$ cat src/rtl/bid_txn_sequencer.sv
// Bid-auction sequencer: four masters bid for one shared slave path; the winner is
// charged its effective bid, balances refill periodically and starved masters are forced.
module bid_txn_sequencer #(
    parameter int NM            = 4,
    parameter int BID_W         = 4,
    parameter int BAL_W         = 16,
    parameter int INIT_BAL      = 900,
    parameter int MAX_BAL       = 1000,
    parameter int REFILL_AMT    = 50,
    parameter int REFILL_PERIOD = 64,
    parameter int STARVE_LIMIT  = 7,
    parameter int TXN_TIMEOUT   = 16
) (
    input  logic                clk,
    input  logic                rst,
    input  logic [NM-1:0]       req_valid_i,
    input  logic [NM*BID_W-1:0] bid_i,
    input  logic                txn_done_i,
    output logic [NM-1:0]       grant_o,
    output logic                grant_valid_o,
    output logic [1:0]          grant_id_o,
    output logic                txn_abort_o,
    output logic [NM-1:0]       starve_o,
    output logic [NM*BAL_W-1:0] balance_o
);

    localparam int AGE_W = $clog2(STARVE_LIMIT + 1);
    localparam int TMO_W = $clog2(TXN_TIMEOUT);
    localparam int REF_W = $clog2(REFILL_PERIOD);

    typedef enum logic [1:0] {IDLE = 2'd0, RESOLVE = 2'd1, GRANT = 2'd2, CHARGE = 2'd3} state_t;

    state_t             state_q, state_d;
    logic [NM-1:0]      req_q, req_d;
    logic [BID_W-1:0]   eb_q [NM];
    logic [BID_W-1:0]   eb_d [NM];
    logic [AGE_W-1:0]   age_q [NM];
    logic [AGE_W-1:0]   age_d [NM];
    logic [BAL_W-1:0]   bal_q [NM];
    logic [BAL_W-1:0]   bal_d [NM];
    logic [1:0]         win_q, win_d;
    logic [NM-1:0]      grant_q, grant_d;
    logic               gv_q, gv_d;
    logic [1:0]         gid_q, gid_d;
    logic               abort_q, abort_d;
    logic [TMO_W-1:0]   tmo_q, tmo_d;
    logic [REF_W-1:0]   ref_q, ref_d;
    logic               refill_tick_s;
    logic               charge_s;
    logic [NM-1:0]      starve_s;
    logic [1:0]         winner_s;

    function automatic logic [BID_W-1:0] eff_bid(input logic [BID_W-1:0] b, input logic [BAL_W-1:0] bal);
        logic [BID_W-1:0] r;
        if ({{(BAL_W-BID_W){1'b0}}, b} < bal) r = b;
        else                                   r = bal[BID_W-1:0];
        return r;
    endfunction

    // Arithmetic is one bit wider than the balance so neither borrow nor carry can wrap.
    function automatic logic [BAL_W-1:0] sub_floor(input logic [BAL_W-1:0] bal, input logic [BID_W-1:0] eb);
        logic [BAL_W:0] diff;
        diff = {1'b0, bal} - {{(BAL_W+1-BID_W){1'b0}}, eb};
        return diff[BAL_W] ? {BAL_W{1'b0}} : diff[BAL_W-1:0];
    endfunction

    function automatic logic [BAL_W-1:0] add_ceil(input logic [BAL_W-1:0] bal);
        logic [BAL_W:0] sum;
        sum = {1'b0, bal} + (BAL_W+1)'(REFILL_AMT);
        return (sum > (BAL_W+1)'(MAX_BAL)) ? BAL_W'(MAX_BAL) : sum[BAL_W-1:0];
    endfunction

    // Starve flags and packed balance view from registered state.
    always_comb begin
        for (int i = 0; i < NM; i++) begin
            starve_s[i]                  = (age_q[i] == AGE_W'(STARVE_LIMIT));
            balance_o[i*BAL_W +: BAL_W]  = bal_q[i];
        end
    end

    // Winner selection: lowest-index starved requester, else highest eb, then oldest, then lowest index.
    always_comb begin
        logic             found, take, stv_any;
        logic [1:0]       stv_win, bid_win;
        logic [BID_W-1:0] best_eb;
        logic [AGE_W-1:0] best_age;
        found    = 1'b0;
        take     = 1'b0;
        best_eb  = '0;
        best_age = '0;
        bid_win  = 2'd0;
        stv_win  = 2'd0;
        stv_any  = |(req_q & starve_s);
        for (int i = NM-1; i >= 0; i--) begin
            stv_win = (req_q[i] && starve_s[i]) ? 2'(i) : stv_win;
        end
        for (int i = 0; i < NM; i++) begin
            take     = req_q[i] && (!found || (eb_q[i] > best_eb) ||
                                    ((eb_q[i] == best_eb) && (age_q[i] > best_age)));
            bid_win  = take ? 2'(i) : bid_win;
            best_eb  = take ? eb_q[i] : best_eb;
            best_age = take ? age_q[i] : best_age;
            found    = found | take;
        end
        winner_s = stv_any ? stv_win : bid_win;
    end

    // Auction FSM next-state, grant generation and age bookkeeping.
    always_comb begin
        state_d  = state_q;
        req_d    = req_q;
        eb_d     = eb_q;
        age_d    = age_q;
        win_d    = win_q;
        grant_d  = '0;
        gv_d     = 1'b0;
        gid_d    = 2'd0;
        abort_d  = 1'b0;
        tmo_d    = tmo_q;
        charge_s = 1'b0;
        case (state_q)
            IDLE: begin
                if (|req_valid_i) begin
                    req_d = req_valid_i;
                    for (int i = 0; i < NM; i++) begin
                        eb_d[i] = eff_bid(bid_i[i*BID_W +: BID_W], bal_q[i]);
                    end
                    state_d = RESOLVE;
                end else begin
                    state_d = IDLE;
                end
            end
            RESOLVE: begin
                win_d   = winner_s;
                grant_d = NM'(1) << winner_s;
                gv_d    = 1'b1;
                gid_d   = winner_s;
                tmo_d   = '0;
                state_d = GRANT;
            end
            GRANT: begin
                if (txn_done_i) begin
                    state_d = CHARGE;
                end else if (tmo_q == TMO_W'(TXN_TIMEOUT-1)) begin
                    state_d = CHARGE;
                    abort_d = 1'b1;
                end else begin
                    grant_d = grant_q;
                    gv_d    = gv_q;
                    gid_d   = gid_q;
                    tmo_d   = tmo_q + TMO_W'(1);
                end
            end
            CHARGE: begin
                charge_s = 1'b1;
                for (int i = 0; i < NM; i++) begin
                    if (2'(i) == win_q) begin
                        age_d[i] = '0;
                    end else if (req_q[i] && (age_q[i] != AGE_W'(STARVE_LIMIT))) begin
                        age_d[i] = age_q[i] + AGE_W'(1);
                    end else begin
                        age_d[i] = age_q[i];
                    end
                end
                state_d = IDLE;
            end
            default: state_d = IDLE;
        endcase
    end

    // Balance update: winner charge first, then refill on the same edge if the tick lands there.
    always_comb begin
        logic [BAL_W-1:0] base;
        base          = '0;
        refill_tick_s = (ref_q == REF_W'(REFILL_PERIOD-1));
        ref_d         = refill_tick_s ? '0 : ref_q + REF_W'(1);
        for (int i = 0; i < NM; i++) begin
            base     = (charge_s && (2'(i) == win_q)) ? sub_floor(bal_q[i], eb_q[i]) : bal_q[i];
            bal_d[i] = refill_tick_s ? add_ceil(base) : base;
        end
    end

    // State registers.
    always_ff @(posedge clk or posedge rst) begin
        if (rst) begin
            state_q <= IDLE;
            req_q   <= '0;
            win_q   <= 2'd0;
            grant_q <= '0;
            gv_q    <= 1'b0;
            gid_q   <= 2'd0;
            abort_q <= 1'b0;
            tmo_q   <= '0;
            ref_q   <= '0;
            for (int i = 0; i < NM; i++) begin
                eb_q[i]  <= '0;
                age_q[i] <= '0;
                bal_q[i] <= BAL_W'(INIT_BAL);
            end
        end else begin
            state_q <= state_d;
            req_q   <= req_d;
            win_q   <= win_d;
            grant_q <= grant_d;
            gv_q    <= gv_d;
            gid_q   <= gid_d;
            abort_q <= abort_d;
            tmo_q   <= tmo_d;
            ref_q   <= ref_d;
            for (int i = 0; i < NM; i++) begin
                eb_q[i]  <= eb_d[i];
                age_q[i] <= age_d[i];
                bal_q[i] <= bal_d[i];
            end
        end
    end

    assign grant_o       = grant_q;
    assign grant_valid_o = gv_q;
    assign grant_id_o    = gid_q;
    assign txn_abort_o   = abort_q;
    assign starve_o      = starve_s;

endmodule

$ cat config.mk
export PLATFORM = sky130hd
export DESIGN_NAME = bid_txn_sequencer
export DESIGN_NICKNAME = d
export VERILOG_FILES = /design/src/rtl/bid_txn_sequencer.sv
export SDC_FILE = /design/constraint.sdc
export NUM_CORES = 1
export LEC_CHECK = 0
export CORE_ASPECT_RATIO = 0.5
export CORE_MARGIN = 5
export CORE_UTILIZATION = 45
export DETAILED_ROUTE_END_ITERATION = 10
export PLACE_DENSITY = 0.62
export SETUP_SLACK_MARGIN = 0.2
export SLEW_MARGIN = 20
export SYNTH_ARGS = -nofsm -noshare
export SYNTH_HDL_FRONTEND = slang
export SYNTH_SLANG_ARGS = --single-unit
$ cat constraint.sdc
create_clock -name clk -period 5.7 [get_ports clk]
set_input_delay 1.425 -clock clk [delete_from_list [all_inputs] [get_ports clk]]
set_output_delay 1.425 -clock clk [all_outputs]
set_load 0.02 [all_outputs]
==> flow_metrics.tcl, run 1 <==
set metrics [dict create \
    critPathRequiredTime_ns 6.02 \
    die_x_um 220 \
    synth-edff-count 0 \
    fin_area_um2 12100 \
    routedWlPerCell_um 17.9 \
    drive_gt1_frac 0.0956 \
    p_sw_mw 3.72 \
    final_cells 1628 \
    vias_per_cell 5.98 \
    crit_path_start_kind "flop" \
    fp.dieArea_um2 25300 \
    hold_class "flop to flop" \
    outcome "finished, final reports clean" \
    syn-cell-area_um2 9940 \
    num_vias 9740 \
    maxCapViolCount 0 \
    detail-route-antenna-nets 0 \
    syn_avg_cell_area_um2 8.20 \
    max_slew.worst_pin.slew_ns 0.942 \
    yosys_warnings 0 \
    finalMaxSlewViolations 0 \
    wl_um 29200 \
    crit_slowest_cell "dfrtp_2" \
    dp_cells 1592 \
    drc 0 \
    postLayoutCoreUtil 0.556 \
    syn_to_final_growth_pct 21.3 \
    diodes 0 \
    num_rows 38 \
    synth_cells 1212 \
    cp-end-kind "flop" \
    ff_latch_area_um2 2970 \
    multi_input_area_um2 6670 \
    ir_worst_vdd_v 0.000295 \
    grt_pass1_vias 9290 \
    synth_fp_nets 1307 \
    drt-initial-drc-count 766 \
    holdWs_ns 0.480 \
    p_int_mw 3.99 \
    core_um2 21700 \
    cp_max_fo 11 \
    final.min_clock_period_ns 5.27 \
    fin_tns_setup_ns 0 \
    dpl.hpwl_um 21500 \
    cp.buffers_inverters 2 \
    synth_flop_cell "dfrtp_1" \
    layout.nets 1410 \
    grt_usage 0.231 \
    crit_family "compound AO/OA/AOI/OAI gates" \
    antenna_found_initial 0 \
    powerDensity_nw_per_um2 640 \
    grt_pass1_wl_um 47500 \
    finalWeightedCongestion 0.881 \
    critical_path_class "flop to flop" \
    swShare 0.482 \
    clockBufferDepth 2 \
    max_freq_ghz 0.190 \
    async_flop_share 1.00 \
    max-slew-margin-rel 0.372 \
    cts_tree "yes" \
    gr-total-overflow 0 \
    synth.distinct_cells 83 \
    port_buffers 98 \
    final.period_utilization 0.925 \
    numCtsBuffers 17 \
    comb_power_share 0.626 \
    hold_viol 0 \
    finalSetupViolCount 0 \
    arrival_ns 5.59 \
    initial_utilization 0.458 \
    placed_area_um2 11300 \
    ys_ff_latch 118 \
    cts_root_buffer "clkbuf_16" \
    cts_max_level 4 \
    drt-pass1-iter-count 5 \
    seqPwrFrac 0.228 \
    clkTransAtPathRegs_ns 0.05 \
    cts.sinks 118 \
    io_pins 99 \
    leakage_nw 5.08 \
    rsz0062_at_grt "false" \
    clock_latency_ns 0.43 \
    clock_skew_ns 0.00906 \
    grt_max_degree 70 \
    max_stage_delay_ns 0.41 \
    pwr-share-clk 0.147 \
    die-height_um 115 \
    yosysSeqAreaShare 0.299 \
    fillers 2010 \
]
[layer usage]
metal  part of all wire  track usage  vias up
li1                   -            -     4717
met1               0.47        0.319     4730
met2               0.46        0.372      257
met3              0.054       0.0500       36
met4              0.016       0.0615        0
met5                  0            0        -
[kinds of logic (layout without fill, tap and decap cells)]
family,count (synthesis),in the layout,synth area share
buffers and inverters,105,221,0.0403
AO/OA/AOI/OAI,339,339,0.228
multiplexers,52,52,0.0540
flip-flops,118,118,0.299
adder cells (fa/ha/maj),72,72,0.0937
XOR/XNOR,31,31,0.0273
AND/OR/NAND/NOR,495,495,0.257
[worst min-delay path, delay by kind of cell (launching register included)]
| family | cells | cell delay [ns] |
|---|---|---|
| AO/OA/AOI/OAI | 1 | 0.06 |
| AND/OR/NAND/NOR | 1 | 0.05 |
| flip-flops | 1 | 0.34 |
[area by class of cell]
type / instances / share of cell area
Multi-Input combinational cell: 989 / 0.553
Inverter: 63 / 0.0198
Clock buffer: 29 / 0.0432
Timing Repair Buffer: 126 / 0.0988
Clock inverter: 3 / 0.00747
Tap cell: 300 / 0.0311
Sequential cell: 118 / 0.247
[path summary, 6_finish.rpt]
path	start	to	slack [ns]	cells after the start
max reg2reg	req_q[0]	grant_o[3]	0.43	29
min in group asynchronous	rst	txn_abort_o	1.55	2
max in group asynchronous	rst	balance_o[8]	3.18	3
max	req_q[0]	grant_o[3]	0.43	29
min reg2reg	grant_o[2]	grant_o[2]	0.48	2
min	grant_o[2]	grant_o[2]	0.48	2
[per-stage QoR]
step	setup WS [ns]	total power, mW
after floorplan	0.459	4.92
after global placement	0.252	6.25
after detailed placement	0.105	6.37
after CTS	0.191	7.58
after global routing	0.186	8.36
final	0.429	7.71
[cell usage after synthesis (22+ instances only)]
cell type / number / area [µm²]
a21o_1: 22 / 165
a21oi_1: 68 / 340
clkbuf_1: 35 / 131
dfrtp_1: 102 / 2550
ha_1: 68 / 851
inv_1: 63 / 236
mux2i_1: 39 / 390
nand2_1: 122 / 458
nand3_1: 36 / 180
nor2_1: 102 / 383
nor2b_1: 22 / 138
nor3_1: 45 / 225
nor4_1: 30 / 188
o21ai_0: 75 / 375
[cell usage in the layout, fill, tap and decap left out, types with 11 or more instances in the layout]
cell type,instances
nor3_1,45
a22o_1,17
a21oi_1,64
nor4_1,30
o21a_1,16
clkbuf_16,17
buf_4,28
and2_1,18
clkdlybuf4s50_1,98
nand2b_1,13
o211ai_1,14
ha_1,64
nand2_1,121
nand3_1,36
and3_1,16
mux2i_1,39
mux2_2,12
nand4_1,16
a31oi_1,15
o31ai_1,15
or3_1,16
nor2b_1,22
xor2_1,12
or2_2,11
dfrtp_1,101
o21ai_0,74
xnor2_1,19
dfstp_2,16
inv_1,62
nor2_1,101
a21o_1,22
[timing repair]
item                                    CTS  global route
hold buffers                              0             0
pin swaps                                 0             5
resized for setup                         3            17
setup buffers                             0             4
endpoints found under the setup margin    8             8
cloned                                    0             0
[power groups by stage]
stage	logic [mW]	clock network, mW	registers [mW]
finish	4.83	1.13	1.76
global route	5.34	1.20	1.82
CTS	4.67	1.16	1.74
detailed placement	4.62	0	1.75
global placement	4.51	0	1.74
floorplan	3.13	0	1.79
[flip-flops by register name, summed over array words and instances, names as in the netlist, 4 cells and up]
register	flops
balance_o	64
eb_q	16
age_q	12
ref_q	6
grant_o	4
req_q	4
tmo_q	4
Power figures use the tool's default switching activity.
==> run 2, diff against run 1 <==
Settings changed: ABC_AREA set to 0, GPL_ROUTABILITY_DRIVEN set to 0.
==> flow_metrics.tcl, run 2 (same netlist as run 1, synthesis figures left out) <==
set metrics [dict create \
    min_path_cells 2 \
    fin_area_um2 12100 \
    routedWlPerCell_um 17.8 \
    crit_family "compound AO/OA/AOI/OAI gates" \
    drc 0 \
    ir_worst_vdd_v 0.000230 \
    outcome "finished, final reports clean" \
    die_x_um 220 \
    comb_power_share 0.640 \
    antenna_found_initial 0 \
    cts.sinks 118 \
    critPathRequiredTime_ns 6.03 \
    cts_root_buffer "clkbuf_16" \
    num_vias 9775 \
    hold_viol 0 \
    min_from "grant_o[0]" \
    max_stage_delay_ns 0.46 \
    grt_max_degree 50 \
    largest_reg_flops 64 \
    io_pins 99 \
    swShare 0.489 \
    cp-end-kind "flop" \
    core_um2 21700 \
    grt_pass1_wl_um 47200 \
    rr_startpoint "req_q[0]" \
    max_slew.worst_pin.slew_ns 0.828 \
    finalSetupViolCount 0 \
    fin_tns_setup_ns 0 \
    syn_to_final_growth_pct 21.7 \
    dpl.hpwl_um 21400 \
    holdPathEnd "grant_o[0]" \
    numCtsBuffers 17 \
    final.period_utilization 0.919 \
    rrSetupSlack_ns 0.46 \
    maxCapViolCount 0 \
    grt_pass1_vias 9241 \
    final_common_cell "nand2_1" \
    seqPwrFrac 0.228 \
    fillers 2000 \
    max-slew-margin-rel 0.441 \
    finalMaxSlewViolations 0 \
    cp_max_fo 6 \
    powerDensity_nw_per_um2 637 \
    layout.nets 1417 \
    cts_max_level 4 \
    p_sw_mw 3.77 \
    crit_slowest_cell "dfrtp_2" \
    clockBufferDepth 2 \
    final.min_clock_period_ns 5.24 \
    power_mw 7.71 \
    initial_utilization 0.458 \
    gr-total-overflow 0 \
    fp.dieArea_um2 25300 \
    drt-pass1-iter-count 5 \
    detail-route-antenna-nets 0 \
    cts_tree "yes" \
    pre_cts_slack_ns 0.0814 \
    port_buffers 98 \
    crit_path_start_kind "flop" \
    vias_per_cell 5.98 \
    r2r-end "grant_o[3]" \
    clkTransAtPathRegs_ns 0.06 \
    p_int_mw 3.94 \
    drive_gt1_frac 0.108 \
    final_cell_mix "nand2_1, nor2_1, dfrtp_1" \
    num_rows 38 \
    critical_path_class "flop to flop" \
    grt_usage 0.231 \
    cpMostUsedCell "a21o_1" \
    leakage_nw 5.10 \
    pwr-share-clk 0.132 \
    hold_class "flop to flop" \
    placed_area_um2 11300 \
    clock_skew_ns 0.00935 \
    max_freq_ghz 0.191 \
    wl_um 29100 \
    diodes 0 \
    rsz0062_at_grt "false" \
    cp.buffers_inverters 1 \
    layout_setup_ws_ns 0.463 \
    arrival_ns 5.57 \
    ff2ff_path_depth 28 \
    clock_latency_ns 0.44 \
    die-height_um 115 \
    drt-initial-drc-count 787 \
]
run 2: changes by cell type in the layout (fill, tap and decap cells not counted), moves of 3 or more:
cell,delta
clkbuf_8,-3
clkinv_2,+6
buf_4,+4
clkinvlp_4,+3
clkbuf_1,-5
run 2: per-stage QoR:
| step | hold WS [ns] | utilization | cells |
|---|---|---|---|
| 6_report | 0.484 | 0.558 | 1634 |
| 5_1_grt | 0.517 | 0.558 | 1634 |
| 4_1_cts | 0.489 | 0.548 | 1625 |
| 3_5_place_dp | 0.470 | 0.523 | 1594 |
| 3_3_place_gp | 0.465 | 0.523 | 1594 |
| 2_1_floorplan | 0.460 | - | 1212 |
run 2: worst max-delay path by stage:
| stage | from | to | slack, ns | depth (start not counted) |
|---|---|---|---|---|
| 4_1_cts | req_q[0] | win_q[0] | 0.23 | 28 |
| 2_1_floorplan | req_q[0] | grant_o[3] | 0.46 | 29 |
| 3_3_place_gp | req_q[0] | grant_o[3] | 0.27 | 27 |
| 3_5_place_dp | req_q[0] | grant_o[3] | 0.08 | 28 |
| 6_report | req_q[0] | grant_o[3] | 0.46 | 28 |
| 5_1_grt | req_q[0] | grant_o[3] | 0.16 | 28 |
run 2: what timing repair did:
action	CTS	global route
pin swaps	0	11
endpoints found under the setup margin	7	8
setup buffers	0	8
cloned	0	1
gates resized for setup	2	28
hold buffers	0	0
run 2: final cells by class:
class | instances | area [µm²] | share of cell area
Multi-Input combinational cell | 989 | 6690 | 0.553
Timing Repair Buffer | 133 | 1270 | 0.105
Clock inverter | 10 | 82.6 | 0.00683
Tap cell | 300 | 375 | 0.0310
Inverter | 63 | 239 | 0.0198
Sequential cell | 118 | 2970 | 0.246
Clock buffer | 21 | 460 | 0.0381
run 2: power by group through the flow:
| stage | logic (mW) | clock network (mW) | registers [mW] |
|---|---|---|---|
| 4_1_cts | 4.68 | 1.03 | 1.74 |
| 3_5_place_dp | 4.63 | 0 | 1.75 |
| 3_3_place_gp | 4.52 | 0 | 1.73 |
| 2_1_floorplan | 3.13 | 0 | 1.79 |
| 5_1_grt | 5.46 | 1.07 | 1.82 |
| 6_report | 4.93 | 1.02 | 1.76 |
run 2: tightest hold or removal path: cells and delay by family (launching register included):
kind            cells  cell delay, ns
compound gates      1            0.06
flops               1            0.34
simple gates        1            0.05
run 2: metal layers:
layer | GRT usage | part of all wire
met1 | 0.321 | 0.47
met2 | 0.368 | 0.45
met3 | 0.0495 | 0.059
met4 | 0.0623 | 0.016
met5 | 0 | 0
